===== src/rtl/branch_resolve_e_if.sv =====
// branch_resolve_e_if: decode-side capture inputs and execute-side
// resolution outputs of the branch resolution unit.
//   master : decode/fetch side. Drives the instruction fields and the stall,
//            and consumes the resolution, redirect and flush outputs.
//   slave  : branch_resolve_e.
// Signal names match the unit's port names.
interface branch_resolve_e_if #(
  parameter int XLEN  = 32,
  parameter int GHR_W = 10
);
  logic             i_stall_E;
  logic             i_valid_D;
  logic             i_br_en_D;
  logic             i_jal_D;
  logic             i_jalr_D;
  logic [2:0]       i_funct3_D;
  logic [XLEN-1:0]  i_pc_D;
  logic [XLEN-1:0]  i_imm_D;
  logic [XLEN-1:0]  i_rs1_D;
  logic [XLEN-1:0]  i_rs2_D;
  logic             i_pred_taken_D;
  logic [GHR_W-1:0] i_pattern_D;

  logic             o_taken_E;
  logic             o_branch_E;
  logic             o_jump_E;
  logic [XLEN-1:0]  o_pc_E;
  logic [XLEN-1:0]  o_alu_data_E;
  logic [GHR_W-1:0] o_pattern_E;
  logic             o_redirect;
  logic [XLEN-1:0]  o_redirect_pc;
  logic             o_rst_F;
  logic             o_rst_D;
  logic [31:0]      o_br_cnt;
  logic [31:0]      o_mis_cnt;

  modport master (
    output i_stall_E, i_valid_D, i_br_en_D, i_jal_D, i_jalr_D, i_funct3_D,
           i_pc_D, i_imm_D, i_rs1_D, i_rs2_D, i_pred_taken_D, i_pattern_D,
    input  o_taken_E, o_branch_E, o_jump_E, o_pc_E, o_alu_data_E, o_pattern_E,
           o_redirect, o_redirect_pc, o_rst_F, o_rst_D, o_br_cnt, o_mis_cnt
  );

  modport slave (
    input  i_stall_E, i_valid_D, i_br_en_D, i_jal_D, i_jalr_D, i_funct3_D,
           i_pc_D, i_imm_D, i_rs1_D, i_rs2_D, i_pred_taken_D, i_pattern_D,
    output o_taken_E, o_branch_E, o_jump_E, o_pc_E, o_alu_data_E, o_pattern_E,
           o_redirect, o_redirect_pc, o_rst_F, o_rst_D, o_br_cnt, o_mis_cnt
  );
endinterface


===== src/rtl/branch_resolve_e.sv =====
// branch_resolve_e: execute-stage branch resolution unit.
// Captures a decoded control-flow instruction in its D->E register, resolves
// outcome and target combinationally (latency 1), returns taken/pc/target/
// pattern to the gshare predictor and drives redirect plus F/D flush.
// Ports:
//   i_clk    rising-edge clock
//   i_rst_n  asynchronous active-low reset
//   bus      branch_resolve_e_if.slave (decode inputs, resolution outputs)
// Optional feature: define BR_PERF_CNT_EN for saturating resolved/mispredict
// counters on o_br_cnt/o_mis_cnt; otherwise both read 0 and have no flops.
module branch_resolve_e #(
  parameter int XLEN      = 32,
  parameter int GHR_W     = 10,
  parameter int FLUSH_CYC = 2
) (
  input  logic              i_clk,
  input  logic              i_rst_n,
  branch_resolve_e_if.slave bus
);
  typedef enum logic {IDLE, FLUSH} state_t;

  localparam int CNT_W = (FLUSH_CYC > 2) ? $clog2(FLUSH_CYC) : 1;
  localparam logic [CNT_W-1:0] CNT_LOAD = CNT_W'(FLUSH_CYC - 1);

  // D->E register
  logic             v_q, done_q, br_q, jal_q, jalr_q, pred_q;
  logic [2:0]       f3_q;
  logic [XLEN-1:0]  pc_q, imm_q, rs1_q, rs2_q;
  logic [GHR_W-1:0] pat_q;

  state_t           state_q, state_n;
  logic [CNT_W-1:0] cnt_q, cnt_n;

  logic            cond, taken, mis, redirect, squash;
  logic [XLEN-1:0] target;

  always_comb begin
    cond = 1'b0;
    case (f3_q)
      3'b000:  cond = (rs1_q == rs2_q);
      3'b001:  cond = (rs1_q != rs2_q);
      3'b100:  cond = ($signed(rs1_q) <  $signed(rs2_q));
      3'b101:  cond = ($signed(rs1_q) >= $signed(rs2_q));
      3'b110:  cond = (rs1_q <  rs2_q);
      3'b111:  cond = (rs1_q >= rs2_q);
      default: cond = 1'b0;
    endcase

    target = jalr_q ? ((rs1_q + imm_q) & {{(XLEN-1){1'b1}}, 1'b0})
                    : (pc_q + imm_q);

    taken = v_q & (jal_q | jalr_q | (br_q & cond));

    // JALR target is unknown to fetch, so it always redirects.
    mis = 1'b0;
    if (jalr_q)     mis = 1'b1;
    else if (jal_q) mis = ~pred_q;
    else if (br_q)  mis = cond ^ pred_q;

    redirect = v_q & ~done_q & mis;
    squash   = redirect | (state_q == FLUSH);
  end

  // Flush FSM: the redirect cycle itself flushes, FLUSH covers the rest.
  always_ff @(posedge i_clk or negedge i_rst_n) begin
    if (!i_rst_n) begin
      state_q <= IDLE;
      cnt_q   <= '0;
    end else begin
      state_q <= state_n;
      cnt_q   <= cnt_n;
    end
  end

  always_comb begin
    state_n = state_q;
    cnt_n   = cnt_q;
    case (state_q)
      IDLE: begin
        if (redirect && (FLUSH_CYC > 1)) begin
          state_n = FLUSH;
          cnt_n   = CNT_LOAD;
        end
      end
      FLUSH: begin
        cnt_n = cnt_q - CNT_W'(1);
        if (cnt_q <= CNT_W'(1)) state_n = IDLE;
      end
      default: state_n = IDLE;
    endcase
  end

  // A stalled entry is held even across its own redirect; done_q marks it
  // as already resolved so redirect and counting happen once per entry.
  always_ff @(posedge i_clk or negedge i_rst_n) begin
    if (!i_rst_n) begin
      v_q    <= 1'b0;
      done_q <= 1'b0;
      br_q   <= 1'b0;
      jal_q  <= 1'b0;
      jalr_q <= 1'b0;
      pred_q <= 1'b0;
      f3_q   <= '0;
      pc_q   <= '0;
      imm_q  <= '0;
      rs1_q  <= '0;
      rs2_q  <= '0;
      pat_q  <= '0;
    end else if (!bus.i_stall_E) begin
      v_q    <= bus.i_valid_D & ~squash;
      done_q <= 1'b0;
      br_q   <= bus.i_br_en_D;
      jal_q  <= bus.i_jal_D;
      jalr_q <= bus.i_jalr_D;
      pred_q <= bus.i_pred_taken_D;
      f3_q   <= bus.i_funct3_D;
      pc_q   <= bus.i_pc_D;
      imm_q  <= bus.i_imm_D;
      rs1_q  <= bus.i_rs1_D;
      rs2_q  <= bus.i_rs2_D;
      pat_q  <= bus.i_pattern_D;
    end else begin
      done_q <= done_q | v_q;
    end
  end

  assign bus.o_taken_E     = taken;
  assign bus.o_branch_E    = v_q & br_q & ~jal_q & ~jalr_q;
  assign bus.o_jump_E      = v_q & (jal_q | jalr_q);
  assign bus.o_pc_E        = pc_q;
  assign bus.o_alu_data_E  = target;
  assign bus.o_pattern_E   = pat_q;
  assign bus.o_redirect    = redirect;
  assign bus.o_redirect_pc = !v_q ? '0 : (taken ? target : pc_q + XLEN'(4));
  assign bus.o_rst_F       = squash;
  assign bus.o_rst_D       = squash;

`ifdef BR_PERF_CNT_EN
  logic [31:0] br_cnt_q, mis_cnt_q;
  logic        first;

  assign first = v_q & ~done_q & (br_q | jal_q | jalr_q);

  always_ff @(posedge i_clk or negedge i_rst_n) begin
    if (!i_rst_n) begin
      br_cnt_q  <= '0;
      mis_cnt_q <= '0;
    end else begin
      if (first && (br_cnt_q != '1))     br_cnt_q  <= br_cnt_q + 32'd1;
      if (redirect && (mis_cnt_q != '1)) mis_cnt_q <= mis_cnt_q + 32'd1;
    end
  end

  assign bus.o_br_cnt  = br_cnt_q;
  assign bus.o_mis_cnt = mis_cnt_q;
`else
  assign bus.o_br_cnt  = '0;
  assign bus.o_mis_cnt = '0;
`endif
endmodule


===== src/flat_wrapper.sv =====
// flat-port wrapper written by rule: the top's interface ports become plain ports
module branch_resolve_e_flat 
#(
  parameter int XLEN      = 32,
  parameter int GHR_W     = 10,
  parameter int FLUSH_CYC = 2
)
  (i_clk, i_rst_n, bus_i_stall_E, bus_i_valid_D, bus_i_br_en_D, bus_i_jal_D, bus_i_jalr_D, bus_i_funct3_D, bus_i_pc_D, bus_i_imm_D, bus_i_rs1_D, bus_i_rs2_D, bus_i_pred_taken_D, bus_i_pattern_D, bus_o_taken_E, bus_o_branch_E, bus_o_jump_E, bus_o_pc_E, bus_o_alu_data_E, bus_o_pattern_E, bus_o_redirect, bus_o_redirect_pc, bus_o_rst_F, bus_o_rst_D, bus_o_br_cnt, bus_o_mis_cnt);
  branch_resolve_e_if #(.XLEN(XLEN), .GHR_W(GHR_W)) bus_i ();
  input  logic i_clk;
  input  logic i_rst_n;
  input wire logic [$bits(bus_i.i_stall_E)-1:0] bus_i_stall_E;
  input wire logic [$bits(bus_i.i_valid_D)-1:0] bus_i_valid_D;
  input wire logic [$bits(bus_i.i_br_en_D)-1:0] bus_i_br_en_D;
  input wire logic [$bits(bus_i.i_jal_D)-1:0] bus_i_jal_D;
  input wire logic [$bits(bus_i.i_jalr_D)-1:0] bus_i_jalr_D;
  input wire logic [$bits(bus_i.i_funct3_D)-1:0] bus_i_funct3_D;
  input wire logic [$bits(bus_i.i_pc_D)-1:0] bus_i_pc_D;
  input wire logic [$bits(bus_i.i_imm_D)-1:0] bus_i_imm_D;
  input wire logic [$bits(bus_i.i_rs1_D)-1:0] bus_i_rs1_D;
  input wire logic [$bits(bus_i.i_rs2_D)-1:0] bus_i_rs2_D;
  input wire logic [$bits(bus_i.i_pred_taken_D)-1:0] bus_i_pred_taken_D;
  input wire logic [$bits(bus_i.i_pattern_D)-1:0] bus_i_pattern_D;
  output wire logic [$bits(bus_i.o_taken_E)-1:0] bus_o_taken_E;
  output wire logic [$bits(bus_i.o_branch_E)-1:0] bus_o_branch_E;
  output wire logic [$bits(bus_i.o_jump_E)-1:0] bus_o_jump_E;
  output wire logic [$bits(bus_i.o_pc_E)-1:0] bus_o_pc_E;
  output wire logic [$bits(bus_i.o_alu_data_E)-1:0] bus_o_alu_data_E;
  output wire logic [$bits(bus_i.o_pattern_E)-1:0] bus_o_pattern_E;
  output wire logic [$bits(bus_i.o_redirect)-1:0] bus_o_redirect;
  output wire logic [$bits(bus_i.o_redirect_pc)-1:0] bus_o_redirect_pc;
  output wire logic [$bits(bus_i.o_rst_F)-1:0] bus_o_rst_F;
  output wire logic [$bits(bus_i.o_rst_D)-1:0] bus_o_rst_D;
  output wire logic [$bits(bus_i.o_br_cnt)-1:0] bus_o_br_cnt;
  output wire logic [$bits(bus_i.o_mis_cnt)-1:0] bus_o_mis_cnt;
  assign bus_i.i_stall_E = bus_i_stall_E;
  assign bus_i.i_valid_D = bus_i_valid_D;
  assign bus_i.i_br_en_D = bus_i_br_en_D;
  assign bus_i.i_jal_D = bus_i_jal_D;
  assign bus_i.i_jalr_D = bus_i_jalr_D;
  assign bus_i.i_funct3_D = bus_i_funct3_D;
  assign bus_i.i_pc_D = bus_i_pc_D;
  assign bus_i.i_imm_D = bus_i_imm_D;
  assign bus_i.i_rs1_D = bus_i_rs1_D;
  assign bus_i.i_rs2_D = bus_i_rs2_D;
  assign bus_i.i_pred_taken_D = bus_i_pred_taken_D;
  assign bus_i.i_pattern_D = bus_i_pattern_D;
  assign bus_o_taken_E = bus_i.o_taken_E;
  assign bus_o_branch_E = bus_i.o_branch_E;
  assign bus_o_jump_E = bus_i.o_jump_E;
  assign bus_o_pc_E = bus_i.o_pc_E;
  assign bus_o_alu_data_E = bus_i.o_alu_data_E;
  assign bus_o_pattern_E = bus_i.o_pattern_E;
  assign bus_o_redirect = bus_i.o_redirect;
  assign bus_o_redirect_pc = bus_i.o_redirect_pc;
  assign bus_o_rst_F = bus_i.o_rst_F;
  assign bus_o_rst_D = bus_i.o_rst_D;
  assign bus_o_br_cnt = bus_i.o_br_cnt;
  assign bus_o_mis_cnt = bus_i.o_mis_cnt;
  branch_resolve_e #(.XLEN(XLEN), .GHR_W(GHR_W), .FLUSH_CYC(FLUSH_CYC)) u_core (.i_clk(i_clk), .i_rst_n(i_rst_n), .bus(bus_i));
endmodule

===== config.mk =====
export PLATFORM = sky130hd
export DESIGN_NAME = branch_resolve_e_flat
export DESIGN_NICKNAME = d
export VERILOG_FILES = /design/src/rtl/branch_resolve_e_if.sv /design/src/rtl/branch_resolve_e.sv /design/src/flat_wrapper.sv
export SDC_FILE = /design/constraint.sdc
export NUM_CORES = 1
export LEC_CHECK = 0
export BUFFER_PORTS_ARGS = -buffer_cell sky130_fd_sc_hd__buf_2
export CORE_ASPECT_RATIO = 2
export CORE_MARGIN = 2
export CORE_UTILIZATION = 59
export CTS_BUF_LIST = sky130_fd_sc_hd__clkbuf_2
export CTS_CLUSTER_DIAMETER = 30
export DETAILED_ROUTE_END_ITERATION = 10
export GPL_ROUTABILITY_DRIVEN = 0
export PLACE_DENSITY_LB_ADDON = 0.05
export SYNTH_ARGS = -nofsm -noshare
export SYNTH_HDL_FRONTEND = slang
export SYNTH_SLANG_ARGS = --single-unit

===== constraint.sdc =====
create_clock -name i_clk -period 6.9 [get_ports i_clk]
set_clock_uncertainty 0.1 [all_clocks]
set_input_delay 0.69 -clock i_clk [delete_from_list [all_inputs] [get_ports i_clk]]
set_output_delay 0.69 -clock i_clk [all_outputs]
set_load 0.1 [all_outputs]

==> metrics <==
via count 10500; Comb power frac 62.1%; # H-tree levels 4; Placement Setup Slack 1.68 ns; leakage dissipation 6.91 nW; chip height 200 um; clock power share 13.1%; CP max FO 24; 1st-pass router iterations 6; Hold Violations, Final 0; total gr overflow 0; area leader, netlist dfrtp_1; Int Pwr 1.82 mW; Yosys top cell area share 32.7%; post-route setup slack 0.761 ns; DRT Wirelength 34900 um; crit share post-route 89.0%; Synth Cell Area 11300 um^2; Seq cells post-synth 148; Setup Buffers After CTS 0; fmax 163 MHz; fraction of registers with async set/reset 100%; CTS tree built; # Max-Cap Violations 0; Num Clock Sinks 148; peak supply drop 0.390 mV; initial antenna violation count 2; RSZ-0062 raised after global routing no; initial core utilization 60.1%; number of fill cells 1384; Yosys Warn Count 0; post-DP HPWL 25100 um; global-route wire length before repair 53600 um; pwr dens 300 nW/um^2; largest net degree at the start of global routing 94; top post-synthesis cells by area dfrtp_1 (33%), mux2_2 (15%), ha_1 (10%), buf_4 (4.4%), a21oi_1 (4.0%); clock slew at reported path FFs 0.25 ns; syn avg cell area 9.54 um^2; CP Data Arrival Time 5.35 ns; final antenna-violating net count 0; final setup violation count 0; wire per inst 18.9 um; Sw Pwr 2.49 mW; Detailed Route Iter0 Violations 563; Crit path max-delay family compound AO/OA/AOI/OAI gates; Final Critical Period 6.14 ns; WS Path Type register to output port; Startpoint Class register; drt drc 0; Post-synth EDFFs 0; Total Neg Setup Slack 0 ns; Synth Flop Type dfrtp_1; # IOs 325; core area 18800 um^2; post-synthesis sequential area ratio 32.7%; clock latency on the worst-skew pair 0.82 ns; Die Area 20400 um^2; CP endpoint kind output port; critical-path cell list ha_1, nor2b_1, o211ai_2, a21oi_1, o311a_1, a211oi_2, mux2i_1, a221oi_2, a31oi_4, buf_4, inv_2, a211oi_1, buf_2; CTS Root Buffer Type clkbuf_2; vias in the first global route 10700; CP bufs+invs 3; met3 WL 1610 um; Overall Global Routing Usage 34.5%; total CTS buffers 17; WL met1 12100 um; worst hold path type input port to register; met2 WL 18600 um; Syn Inst Count 1187; Max clock buf depth 2; IO Port Bufs 260; post-synthesis cell type count 68; hold slack 0.0649 ns; max incr delay on CP 0.66 ns; Nets 1824; relative slew slack 26.3%; Worst Path Required 6.11 ns; Net Sw Frac 57.7%; most common cell in the netlist mux2_2; Die Width 102 um; worst slew pin tran 1.10 ns; via/cell ratio 5.67; status finished, final reports clean; top sig layer met4; max-slew violation count 0; top cells by count, synth mux2_2 (149), dfrtp_1 (148), ha_1 (94), a21oi_1 (91), nor2_1 (85); slowest cell on the critical path a31oi_4; sequential power share 24.8%; Rows 71; synth-to-layout area growth 26.8%; fraction of layout cells with a size suffix above 1 29.2%
==> kinds of logic after synthesis <==
kind of cell | synth area share [%]
simple gates | 11.4
compound gates | 15.1
mux | 16.2
buf+inv | 7.49
flops | 32.7
fa+ha+maj | 10.7
xor+xnor | 6.34
other cells | 0.0331
==> per-layer routing <==
metal / vias up / track usage [%]
met3: 157 / 5.57
li1: 4929 / -
met4: 0 / 25.5
met2: 420 / 61.8
met5: - / 0
met1: 4973 / 35.1
==> flip-flops by register name, indices dropped and copies added (netlist names) <==
signal	flops
u_core.done_q	1
u_core.jalr_q	1
u_core.bus.o_pc_E	32
u_core.rs1_q	32
u_core.jal_q	1
u_core.pred_q	1
u_core.rs2_q	32
u_core.bus.o_pattern_E	10
u_core.br_q	1
u_core.imm_q	32
u_core.v_q	1
u_core.state_q	1
u_core.f3_q	3
==> repair_timing <==
action | 4_1_cts | 5_1_grt
hold endpoints to repair | 229 | 0
hold buffers | 146 | 0
gates resized for setup | 0 | 0
==> per-stage QoR <==
step           instance area, um^2  util, %  power [mW]  std cells
3_3_place_gp                 12600     67.0        3.64       1669
3_5_place_dp                 12600     67.0        3.66       1669
4_1_cts                      14400     76.2        4.29       1846
2_1_floorplan                11600        -        3.21       1250
5_1_grt                      14400     76.2        4.50       1848
6_report                     14400     76.2        4.31       1848
==> placed cells by master (no fill, tap or decap), drive strengths merged, types with 4 or more instances in the layout <==
master       count
and4             5
clkinv           4
a31oi           11
a211oi          24
mux2           149
o21bai           7
and2             4
or3              6
o21ai           46
nand3           24
buf            266
o21a            13
a21o            22
nand4           19
a31o             4
dfrtp          148
o211ai           4
dlygate4sd3    146
ha              94
nand2b           5
conb            64
nor3            19
o31ai            7
nand2           75
nor2b           11
and3            12
mux2i           16
clkbuf          18
a311o            4
nor2            85
inv             60
xor2            42
xnor2           40
a21oi           91
==> area by class of cell <==
type | instances | area (um^2) | share of cell area (%)
Clock inverter | 13 | 174 | 1.21
Timing Repair Buffer | 412 | 2820 | 19.6
Clock buffer | 18 | 90.1 | 0.628
Inverter | 56 | 210 | 1.46
Tap cell | 255 | 319 | 2.22
Sequential cell | 148 | 3700 | 25.8
Antenna cell | 2 | 5.00 | 0.0349
Multi-Input combinational cell | 944 | 7030 | 49.0
==> worst paths after layout <==
path / startpoint / end / slack [ns] / cells past startpoint
min in group asynchronous: i_rst_n / u_core.bus.o_pc_E[8] / 0.37 / 2
setup reg to reg: u_core.rs1_q[31] / u_core.v_q / 3.62 / 10
hold / removal: bus_i_rs1_D[4] / u_core.rs1_q[4] / 0.06 / 2
hold reg to reg: u_core.state_q / u_core.state_q / 0.40 / 1
setup / recovery: u_core.rs1_q[1] / bus_o_redirect_pc[22] / 0.76 / 13
max in group asynchronous: i_rst_n / u_core.rs1_q[4] / 4.96 / 3
==> power groups by stage <==
stage / clock [mW] / sequential, mW / combinational (mW)
6_report: 0.565 / 1.07 / 2.68
3_3_place_gp: 0 / 1.08 / 2.56
5_1_grt: 0.606 / 1.08 / 2.82
2_1_floorplan: 0 / 1.22 / 1.99
4_1_cts: 0.575 / 1.06 / 2.65
3_5_place_dp: 0 / 1.08 / 2.58
Note: power is estimated with default switching activity, not from simulation.
